--- src/rtl/tx_launch_scheduler.sv ---
`timescale 1ns/1ps
`default_nettype none
// ----------------------------------------------------------------------------
// tx_launch_scheduler : releases TX frames to the sender once their header
// timestamp is reached. Revision 1.0
// ----------------------------------------------------------------------------
module tx_launch_scheduler #(
   parameter int HDR_WORDS = 7
) (
   input  logic        gmii_tx_clk,
   input  logic        sys_rst,
   input  logic [63:0] global_counter,
   input  logic        sched_en,
   input  logic        clr,
   input  logic [13:0] host_wr_ptr,
   input  logic [13:0] sender_rd_ptr,
   output logic [13:0] gated_wr_ptr,
   output logic [13:0] sched_addr,
   input  logic [15:0] sched_q,
   output logic        busy,
   output logic [31:0] released_frames,
   output logic [31:0] late_frames
);

   typedef enum logic [2:0] {
      S_IDLE    = 3'd0,
      S_HDR     = 3'd1,
      S_CHECK   = 3'd2,
      S_WAIT    = 3'd3,
      S_RELEASE = 3'd4
   } state_t;

   state_t      r_state;
   logic [13:0] r_ptr;
   logic [13:0] r_addr;
   logic        r_busy;
   logic [31:0] r_rel;
   logic [31:0] r_late;
   logic [2:0]  r_hcnt;
   logic [13:0] r_len;
   logic [63:0] r_ts;
   logic        r_first_wait;
   logic        r_hold;

   logic [14:0] w_half;
   logic [13:0] w_fp;
   logic [13:0] w_end;
   logic        w_go;
   logic        w_release;
   logic        w_unused_q;

   assign w_half     = ({1'b0, r_len} + 15'd1) >> 1;
   assign w_fp       = 14'(HDR_WORDS) + w_half[13:0];
   assign w_end      = r_ptr + w_fp;
   // Only one frame in flight: the sender must have retired everything released.
   assign w_go       = !r_hold && (r_ptr < host_wr_ptr) && (sender_rd_ptr == r_ptr);
   assign w_release  = !sched_en || (r_ts == 64'd0) || (global_counter >= r_ts);
   assign w_unused_q = &sched_q[15:14];

   always_ff @(posedge gmii_tx_clk or posedge sys_rst) begin
      if (sys_rst) begin
         r_state      <= S_IDLE;
         r_ptr        <= '0;
         r_addr       <= '0;
         r_busy       <= 1'b0;
         r_rel        <= '0;
         r_late       <= '0;
         r_hcnt       <= '0;
         r_len        <= '0;
         r_ts         <= '0;
         r_first_wait <= 1'b0;
         r_hold       <= 1'b0;
      end else if (clr) begin
         r_state <= S_IDLE;
         r_ptr   <= '0;
         r_busy  <= 1'b0;
         r_hold  <= 1'b0;
      end else begin
         case (r_state)
            S_IDLE: begin
               if (host_wr_ptr < r_ptr) begin
                  r_hold <= 1'b1;
               end else if (w_go) begin
                  r_state <= S_HDR;
                  r_addr  <= r_ptr;
                  r_hcnt  <= '0;
                  r_busy  <= 1'b1;
               end
            end
            S_HDR: begin
               // Word n arrives one cycle after its address, so capture lags by one.
               if (r_hcnt < 3'd4)
                  r_addr <= r_addr + 14'd1;
               case (r_hcnt)
                  3'd1:    r_len         <= sched_q[13:0];
                  3'd2:    r_ts[63:48]   <= sched_q;
                  3'd3:    r_ts[47:32]   <= sched_q;
                  3'd4:    r_ts[31:16]   <= sched_q;
                  3'd5: begin
                     r_ts[15:0] <= sched_q;
                     r_state    <= S_CHECK;
                  end
                  default: ;
               endcase
               r_hcnt <= r_hcnt + 3'd1;
            end
            S_CHECK: begin
               if (!(w_end > host_wr_ptr)) begin
                  r_state      <= S_WAIT;
                  r_first_wait <= 1'b1;
               end
            end
            S_WAIT: begin
               r_first_wait <= 1'b0;
               if (r_first_wait && sched_en && (r_ts != 64'd0) && (global_counter > r_ts))
                  r_late <= r_late + 32'd1;
               if (w_release)
                  r_state <= S_RELEASE;
            end
            S_RELEASE: begin
               r_ptr   <= w_end;
               r_rel   <= r_rel + 32'd1;
               r_state <= S_IDLE;
               r_busy  <= 1'b0;
            end
            default: begin
               r_state <= S_IDLE;
               r_busy  <= 1'b0;
            end
         endcase
      end
   end

   assign gated_wr_ptr    = r_ptr;
   assign sched_addr      = r_addr;
   assign busy            = r_busy;
   assign released_frames = r_rel;
   assign late_frames     = r_late;

endmodule
`default_nettype wire

--- config.mk ---
export PLATFORM = sky130hd
export DESIGN_NAME = tx_launch_scheduler
export DESIGN_NICKNAME = d
export VERILOG_FILES = /design/src/rtl/tx_launch_scheduler.sv
export SDC_FILE = /design/constraint.sdc
export NUM_CORES = 1
export LEC_CHECK = 0
export ABC_CLOCK_PERIOD_IN_PS = 7500
export BUFFER_PORTS_ARGS = -buffer_cell sky130_fd_sc_hd__buf_4
export CAP_MARGIN = 20
export CORE_ASPECT_RATIO = 0.5
export CORE_MARGIN = 3
export CORE_UTILIZATION = 54
export DETAILED_ROUTE_END_ITERATION = 12
export GPL_TIMING_DRIVEN = 0
export PLACE_DENSITY_LB_ADDON = 0.3
export SETUP_SLACK_MARGIN = 0.1
export SYNTH_ARGS = -nofsm -noshare
export SYNTH_HDL_FRONTEND = slang
export SYNTH_SLANG_ARGS = --single-unit
--- constraint.sdc ---
create_clock -name gmii_tx_clk -period 7.5 [get_ports gmii_tx_clk]
set_clock_uncertainty 0.1 [all_clocks]
set_input_delay 1.5 -clock gmii_tx_clk [delete_from_list [all_inputs] [get_ports gmii_tx_clk]]
set_output_delay 1.5 -clock gmii_tx_clk [all_outputs]
set_load 0.005 [all_outputs]
==> results of run 1 <==
per-layer routing:
layer | wire length (um) | vias up
met5 | 0 | -
met4 | 951 | 0
met3 | 2280 | 74
met2 | 14900 | 331
met1 | 13000 | 4620
li1 | - | 4470
cell usage in the layout (no fill, tap or decap), drive strengths merged, types with 42 or more instances in the layout:
| cell type | n |
|---|---|
| nor2 | 59 |
| a21oi | 51 |
| xor2 | 52 |
| o21ai | 65 |
| nand2 | 91 |
| clkbuf | 43 |
| ha | 126 |
| xnor2 | 49 |
| buf | 208 |
| mux2 | 49 |
| dfrtp | 179 |
| inv | 122 |
| nand3 | 42 |
power breakdown:
| group | switching [uW] | internal, uW | total (uW) | leakage (uW) |
|---|---|---|---|---|
| combinational | 310 | 284 | 594 | 0.00425 |
| sequential | 96.9 | 1070 | 1170 | 0.00233 |
| clock | 398 | 474 | 872 | 0.000260 |
worst max path at each step:
stage               slack [ns]                    endpoint  cells past startpoint
floorplan                 1.04            busy$_DFFE_PP0P_                      1
global route              2.25      r_state[0]$_DFFE_PP0P_                     22
global placement         -0.80  late_frames[6]$_DFFE_PP0P_                      2
CTS                       2.54      r_state[0]$_DFFE_PP0P_                     22
finish                    2.53      r_state[0]$_DFFE_PP0P_                     22
detailed placement        2.59      r_state[0]$_DFFE_PP0P_                     22
synthesized netlist by cell type (22+ instances only):
library cell	number	area share, %
sky130_fd_sc_hd__nand3_1	42	1.9
sky130_fd_sc_hd__dfrtp_1	179	40
sky130_fd_sc_hd__o21ai_0	64	2.9
sky130_fd_sc_hd__a21oi_1	51	2.3
sky130_fd_sc_hd__clkbuf_1	23	0.78
sky130_fd_sc_hd__nor2_1	59	2.0
sky130_fd_sc_hd__nand4_1	35	2.0
sky130_fd_sc_hd__nor3_1	30	1.4
sky130_fd_sc_hd__ha_1	126	14
sky130_fd_sc_hd__xor2_1	52	4.1
sky130_fd_sc_hd__xnor2_1	49	3.9
sky130_fd_sc_hd__inv_1	121	4.1
sky130_fd_sc_hd__nor4_1	22	1.2
sky130_fd_sc_hd__nand2_1	91	3.1
sky130_fd_sc_hd__mux2_2	49	5.0
cell type report:
cell class	instances	area share (%)
multi-input cells	814	44.7
flip-flops and latches	179	33.1
repair buffers	204	11.5
inverters	121	3.41
clock buffers	20	3.37
well taps	266	2.46
clock inverters	12	0.794
plain buffers	27	0.794
kinds of logic (layout without fill, tap and decap cells):
| group | after synthesis | in the layout | share of synthesized area [%] |
|---|---|---|---|
| fa+ha+maj | 127 | 127 | 14.4 |
| mux | 49 | 49 | 4.98 |
| flops | 179 | 179 | 40.4 |
| compound gates | 196 | 196 | 11.1 |
| simple gates | 341 | 341 | 16.1 |
| xor+xnor | 101 | 101 | 7.98 |
| buf+inv | 148 | 384 | 5.07 |
stage by stage:
stage / worst slack (ns) / utilization, % / hold slack [ns] / instances
final: 2.53 / 68.3 / 0.377 / 1643
after CTS: 2.54 / 68.3 / 0.377 / 1643
after floorplan: 1.04 / - / 0.365 / 1141
after detailed placement: 2.59 / 65.5 / 0.361 / 1611
after global placement: -0.803 / 65.3 / 0.357 / 1610
after global routing: 2.25 / 68.3 / 0.400 / 1643
flip-flops by register name, summed over array words and instances (netlist names), 3 cells and up:
name and cells:
r_ts 64, late_frames 32, released_frames 32, gated_wr_ptr 14
r_len 14, sched_addr 14, r_hcnt 3, r_state 3
==> results.md, run 1 <==
- The count of unique library cells instantiated by Yosys is 59.
- The antenna diode instance count is 0.
- The starting density of the core is 56.0%.
- The worst hold path terminates at released_frames[31]$_DFFE_PP0P_.
- The nature of the critical path startpoint is a flip-flop.
- The critical path starts at r_len[0]$_DFFE_PP0P_.
- The floorplan die area is 22400 sq um.
- The depth of the worst register-to-register path is 22.
- The critical path is of the reg2reg type.
- The category of the worst setup path capture point is a flip-flop.
- The number of hold violations in the final report is 0.
- After legalization and detailed placement, the total HPWL measured 24000 um.
- The overall routing resource usage is 28.2%.
- The ratio of cells with drive above 1 in the final layout is 22.1%.
- Data on the critical path arrives at its endpoint at 5.20 ns.
- The sequential cells in the finished layout cover a total of 4480 sq um.
- The per-cell via count in the routed design is 5.78.
- The most common cell type on the critical path is sky130_fd_sc_hd__ha_1.
- Summed over all layers, the routed wires come to 31200 um.
- In this run the worst path has a maximum fanout of 4.
- The number of buffers and inverters on the critical path is 2.
- The total negative slack is 0 ns.
- TritonCTS built the clock tree.
- The met1 track utilization from global routing is 35.7%.
- The initial antenna violation count is 0.
- The net count of the finished layout is 1603.
- Clock-pin slew was measured on the worst setup and hold paths at 0.07 ns.
- The total power is 2630 uW.
- The die outline width is 209 um.
- The slowest stage cell on the critical path is sky130_fd_sc_hd__a2111o_1.
- The met3 demand-to-capacity share in global routing is 6.93%.
- Setup repair after global routing left no endpoint under its margin.
- The number of warning messages in the yosys log is 0.
- The total number of clock tree sinks is 179.
- The last weighted congestion value of the routability-driven placer is 0.965.
- The post-detailed-route count of antenna-violating nets is 0.
- The leading register cell type out of synthesis is sky130_fd_sc_hd__dfrtp_1.
- In this run the most used layer during global routing was met2.
- The total number of vias is 9495.
- The path category of the worst min-delay check is reg2reg.
- In this run the tightest slew margin relative to its limit is 51.9%.
- The worst hold path stage count is 1.
- For the pin with the worst max-slew slack, the measured transition is 0.717 ns.
- The met2 routing resource usage after global routing is 47.1%.
- The fmax is 0.201 GHz.
- Counting flops with an async set or reset pin after synthesis yields a share of 100%.
- Summing the sequential cell areas from Yosys gives 40.4% of the chip area.
- The first routing iteration left 687 violations.
- The max-cap violation count is 0.
- The highest ir drop seen on vdd is 170 uV.
- In this run the critical register-to-register path is launched from r_len[0]$_DFFE_PP0P_.
- The signal on the critical path passes through ha_1, xnor2_1, ha_1, inv_1, ha_1, inv_1, fa_1, nor2b_1, o21ai_0, nand2b_1, a2111o_1, a31o_2, o41a_1, xnor2_1, ha_1, nand4_1, nor4_1, nor3_1, o21ai_0, nand2_1, or3_1, o311ai_0.
- The synthesized design contains 0 enable-type register cells.
- The reg-to-reg critical path endpoint is r_state[0]$_DFFE_PP0P_.
- The number of setup buffers added after CTS is 0.
- The count of hold-fix buffers inserted at cts is 0.
- For the worst-skew pair, the clock arrives at the later sink with an insertion delay of 0.44 ns.
- After routing the design area is 13500 sq um.
- The final-layout fill cell count is 1523.
- The master cell of the clock root buffer is sky130_fd_sc_hd__clkbuf_16.
- The multi-input combinational cells in the finished layout cover a total of 6050 sq um.
- The run finished with clean final reports.
- The worst-case register-to-register setup slack is 2.53 ns.
- The detailed-route wire length per cell is 19.0 um.
- Averaged over all synthesized cells, the footprint is 9.72 sq um.
- Buffers inserted during clock tree synthesis total 17.
- In this design, the stage delay of the slowest critical-path cell is 0.45 ns.
- The number of storage elements in the synthesis netlist is 179.
- The synthesized netlist occupies a cell area of 11100 sq um.
- Row generation in the floorplan step produced 36 rows.
- The number of buffers on the longest clock path is 2.
- The start point of the worst hold path is released_frames[31]$_DFFE_PP0P_.
- Buffers placed on the I/O ports in this run total 203.
- Summed over all layers, the global routing overflow is 0.
- The category of cells accounting for the largest share of critical-path delay is compound AO/OA/AOI/OAI gates.
- Entering global routing, the biggest net connects 111 pins.
- The count of final max-slew check failures is 0.
- After floorplanning, the core was sized to cover 19800 sq um.
- The first-pass GRT wire length is 49900 um.
- After detailed routing, the number of remaining DRC violations is 0.
- Setup violations remaining at the end of the flow were counted as 0.
- The growth of design area from synthesis to finish is 22.1%.
- The endpoint required time on the critical path is 7.73 ns.
- Before antenna repair, the detailed router went through 6 iterations.
- The die is 107 um tall.
- The I/O pin total is 205.
- The cell area reported after detailed placement is 13000 sq um.
- The number of global-route vias before repair was 9725.
- The number of resized instances in the post-cts repair step is 0.
- When the netlist entered floorplanning its net count stood at 1380.
- In this run the number of H-tree levels came out at 4.
- The final critical path takes up 66.3% of the cycle.
- The clock period could shrink to 4.97 ns.
- Power spread over the standard cell area amounts to 194 nW/um^2.
- The static leakage power is 0.00684 uW.
- Synthesis produced a netlist whose cell count is 1141.
No activity file was read; power rests on OpenSTA's default activity.
==> run 2: changes to the inputs <==
--- a/config.mk
+++ b/config.mk
@@ -5,7 +5,7 @@
 export SDC_FILE = /design/constraint.sdc
 export NUM_CORES = 1
 export LEC_CHECK = 0
-export ABC_CLOCK_PERIOD_IN_PS = 7500
+export ABC_CLOCK_PERIOD_IN_PS = 4700
 export BUFFER_PORTS_ARGS = -buffer_cell sky130_fd_sc_hd__buf_4
 export CAP_MARGIN = 20
 export CORE_ASPECT_RATIO = 0.5
==> constraint.sdc (replaced) <==
create_clock -name gmii_tx_clk -period 4.7 [get_ports gmii_tx_clk]
set_clock_uncertainty 0.1 [all_clocks]
set_input_delay 0.94 -clock gmii_tx_clk [delete_from_list [all_inputs] [get_ports gmii_tx_clk]]
set_output_delay 0.94 -clock gmii_tx_clk [all_outputs]
set_load 0.005 [all_outputs]
==> run 2 against run 1 <==
The flow now finishes with violations (setup timing); count of clock-buffer cells in the layout decreased by 2; sequential share of layout area decreased by 0.63 points; via count increased by 1.0%; total power increased by 65%; sequential cell count unchanged; first-iteration DRC count decreased by 12%; global-route usage decreased by 0.12 points; hold slack got worse by 0.0089 ns; critical path depth unchanged; cell count increased by 0.79%; die area unchanged; critical endpoint unchanged.
==> results.md, run 2 (synthesis gave the netlist of run 1 again) <==
- The worst-case register-to-register setup slack is -0.11 ns (was 2.53 ns).
- The filler-free cell count of the finished design was 1656 (was 1643).
- The most common library cell in the layout ignoring fill and taps is sky130_fd_sc_hd__buf_4 (unchanged).
- The largest driver fanout on the critical path is 3 (was 4).
- The I/O pin total is 205 (unchanged).
- The path category of the worst min-delay check is reg2reg (unchanged).
- The pre-CTS worst setup slack is -0.371 ns (was 2.59 ns).
- Commonest cells after routing, fill and taps aside: sky130_fd_sc_hd__buf_4, sky130_fd_sc_hd__dfrtp_1, sky130_fd_sc_hd__ha_1 (unchanged).
- The max-cap violation count was 0 (unchanged).
- The start point of the critical path is r_len[1]$_DFFE_PP0P_ (was r_len[0]$_DFFE_PP0P_).
- The growth of design area from synthesis to finish is 24.6% (was 22.1%).
- The end point of the critical path was r_state[0]$_DFFE_PP0P_ (unchanged).
- The fmax is 0.208 GHz (was 0.201 GHz).
- The data arrival time of the worst path came to 5.05 ns (was 5.20 ns).
- The TritonCTS clock tree is done (unchanged).
- The core area is 19800 sq um (unchanged).
- The last weighted congestion value of the routability-driven placer came to 0.929 (was 0.965).
- The biggest cell delay along the critical path is 0.45 ns (about the same).
- The nature of the critical path startpoint is a flip-flop (unchanged).
- The flip-flop count of the largest register, all copies and words added came to 64 (unchanged).
- The worst setup margin is -0.106 ns (was 2.53 ns).
- The worst-skew pair later-pin latency is 0.44 ns (about the same).
- The master cell of the clock root buffer is sky130_fd_sc_hd__clkbuf_16 (unchanged).
- The overall routing resource usage is 28.1% (was 28.2%).
- The total number of clock tree sinks is 179 (unchanged).
- The die outline width came to 209 um (unchanged).
- The depth of the worst register-to-register path was 22 (unchanged).
- The final critical-path share of the clock period was 102% (was 66.3%).
- The antenna diode instance count is 0 (unchanged).
- The final setup violation count is 1 (was 0).
- The start point of the worst hold path is released_frames[31]$_DFFE_PP0P_ (unchanged).
- The endpoint required time on the critical path is 4.94 ns (was 7.73 ns).
- The initial antenna violation count is 0 (unchanged).
- The category of the worst setup path capture point was a flip-flop (unchanged).
- The highest ir drop seen on vdd is 294 uV (was 170 uV).
- The beginning of the worst register-to-register path is r_len[1]$_DFFE_PP0P_ (was r_len[0]$_DFFE_PP0P_).
- The number of buffers on the longest clock path is 2 (unchanged).
- The largest net degree at the start of global routing is 41 (was 111).
- The post-route minimum period is 4.81 ns (was 4.97 ns).
- The floorplan die area is 22400 sq um (unchanged).
- The TritonCTS buffer count is 17 (unchanged).
- The post-detailed-route count of antenna-violating nets is 0 (unchanged).
- The sum of overflow across all layers after global routing is 0 (unchanged).
- Setup repair after global routing missed its margin: yes (was no).
- The ratio of cells with drive above 1 in the final layout is 24.1% (was 22.1%).
- The first-pass GRT wire length is 50200 um (was 49900 um).
- Cells traversed along the worst timing path: ha_4, xnor2_2, ha_1, inv_1, ha_2, inv_2, fa_2, nor2b_1, o21ai_1, nand2b_1, a2111o_1, a31o_2, o41a_1, xnor2_2, ha_1, nand4_1, nor4_4, nor3_2, o21ai_2, nand2_1, or3_4, o311ai_2 (was ha_1, xnor2_1, ha_1, inv_1, ha_1, inv_1, fa_1, nor2b_1, o21ai_0, nand2b_1, a2111o_1, a31o_2, o41a_1, xnor2_1, ha_1, nand4_1, nor4_1, nor3_1, o21ai_0, nand2_1, or3_1, o311ai_0).
- The detailed placement HPWL is 24400 um (was 24000 um).
- The total number of vias is 9592 (was 9495).
- The detailed-route wire length per cell is 19.1 um (was 19.0 um).
- The net count of the finished layout is 1616 (was 1603).
- The slew at the pin closest to its max-slew limit came to 0.855 ns (was 0.717 ns).
- The remaining design rule violation count came to 0 (unchanged).
- The per-cell via count in the routed design is 5.79 (was 5.78).
- The overall routed net length is 31600 um (was 31200 um).
- The count of buffers inserted at the top-level ports is 203 (unchanged).
- The die height is 107 um (unchanged).
- The utilization after layout came to 69.7% (was 68.3%).
- The H-tree depth reported by CTS was 4 (unchanged).
- The count of final max-slew check failures is 0 (unchanged).
- The number of DRC markers in iteration 0 is 605 (was 687).
- The cell area power density was 315 nW/um^2 (was 194 nW/um^2).
- Result of the run: complete, but fails checks (was completed).
- The clock slew seen by the registers of the worst setup and hold paths was 0.08 ns (was 0.07 ns).
- The number of standard-cell rows in the floorplan is 36 (unchanged).
- The starting density of the core is 56.0% (unchanged).
- The number of search-and-repair iterations in the first detailed-routing pass is 5 (was 6).
- The worst slew margin relative to its limit is 42.9% (was 51.9%).
- The reg-to-reg critical path endpoint was r_state[0]$_DFFE_PP0P_ (unchanged).
- The checks that failed: setup timing.
- The register with the highest flop count is r_ts (unchanged).
- The start-to-end type of the worst setup path is reg2reg (unchanged).
- The number of instances in the placed design was 1614 (was 1611).
- The slowest stage cell on the critical path is sky130_fd_sc_hd__a2111o_1 (unchanged).
- The number of hold violations in the final report came to 0 (unchanged).
- The number of global-route vias before repair is 9907 (was 9725).
- The static leakage power is 0.00697 uW (was 0.00684 uW).
## run 2: cell count changes in the layout (fill, tap and decap cells not counted), moves of 2 or more
cell	before	now
sky130_fd_sc_hd__buf_4	204	214
sky130_fd_sc_hd__clkinvlp_4	6	1
sky130_fd_sc_hd__buf_12	0	4
sky130_fd_sc_hd__ha_1	126	122
sky130_fd_sc_hd__clkinv_2	3	0
sky130_fd_sc_hd__clkinv_4	1	4
sky130_fd_sc_hd__ha_4	0	3
sky130_fd_sc_hd__inv_6	1	4
sky130_fd_sc_hd__inv_8	1	4
sky130_fd_sc_hd__o21ai_0	64	62
sky130_fd_sc_hd__xnor2_1	49	47
sky130_fd_sc_hd__xnor2_2	0	2
## run 2: worst min-delay path by stage
stage	depth (start not counted)	to	slack (ns)
2_1_floorplan	1	late_frames[31]$_DFFE_PP0P_	0.36
3_3_place_gp	1	released_frames[31]$_DFFE_PP0P_	0.36
3_5_place_dp	1	released_frames[31]$_DFFE_PP0P_	0.36
4_1_cts	1	released_frames[31]$_DFFE_PP0P_	0.37
5_1_grt	1	late_frames[31]$_DFFE_PP0P_	0.39
6_report	1	released_frames[31]$_DFFE_PP0P_	0.37
## run 2: critical path, delay by kind of cell, from the launching register on
family,cells,cell delay [ns]
AO/OA/AOI/OAI,6,1.33
XOR/XNOR,2,0.30
adder cells (fa/ha/maj),5,1.17
buffers and inverters,2,0.10
flip-flops,1,0.43
AND/OR/NAND/NOR,7,1.27
## run 2: report_power, final
| part | total [uW] | switching [uW] | internal, uW |
|---|---|---|---|
| Clock | 1470 | 699 | 775 |
| Combinational | 1010 | 527 | 488 |
| Sequential | 1860 | 153 | 1710 |
| Total | 4350 | 1380 | 2970 |
## run 2: area by class of cell
| type | count | area, sq um |
|---|---|---|
| well taps | 266 | 333 |
| plain buffers | 27 | 108 |
| multi-input cells | 814 | 6160 |
| inverters | 121 | 458 |
| flip-flops and latches | 179 | 4480 |
| clock buffers | 18 | 439 |
| clock inverters | 14 | 161 |
| repair buffers | 217 | 1680 |
| fillers | 1533 | 6000 |
## run 2: per-layer routing
layer	wire length (um)	vias up	GRT usage, %
li1	-	4494	-
met1	13000	4628	35.6
met2	15200	408	48.1
met3	2610	62	6.67
met4	754	0	9.07
met5	0	-	0
## run 2: per-stage QoR
stage               total power, uW  area [sq um]  setup TNS [ns]  hold WS, ns
global placement               2760         12900          -0.238        0.357
CTS                            4330         13700         -0.0162        0.371
detailed placement             2840         13000          -0.430        0.357
floorplan                      2450         11100               0        0.365
global route                   4580         13800          -0.418        0.388
finish                         4350         13800          -0.106        0.368
## run 2: what timing repair did
item	in CTS	in global routing
gates resized for setup	12	10
gates cloned	0	0
pin swaps	18	11
endpoints found under the hold margin	0	0
hold buffers	0	0
setup endpoints to repair	2	2
setup buffers	6	4
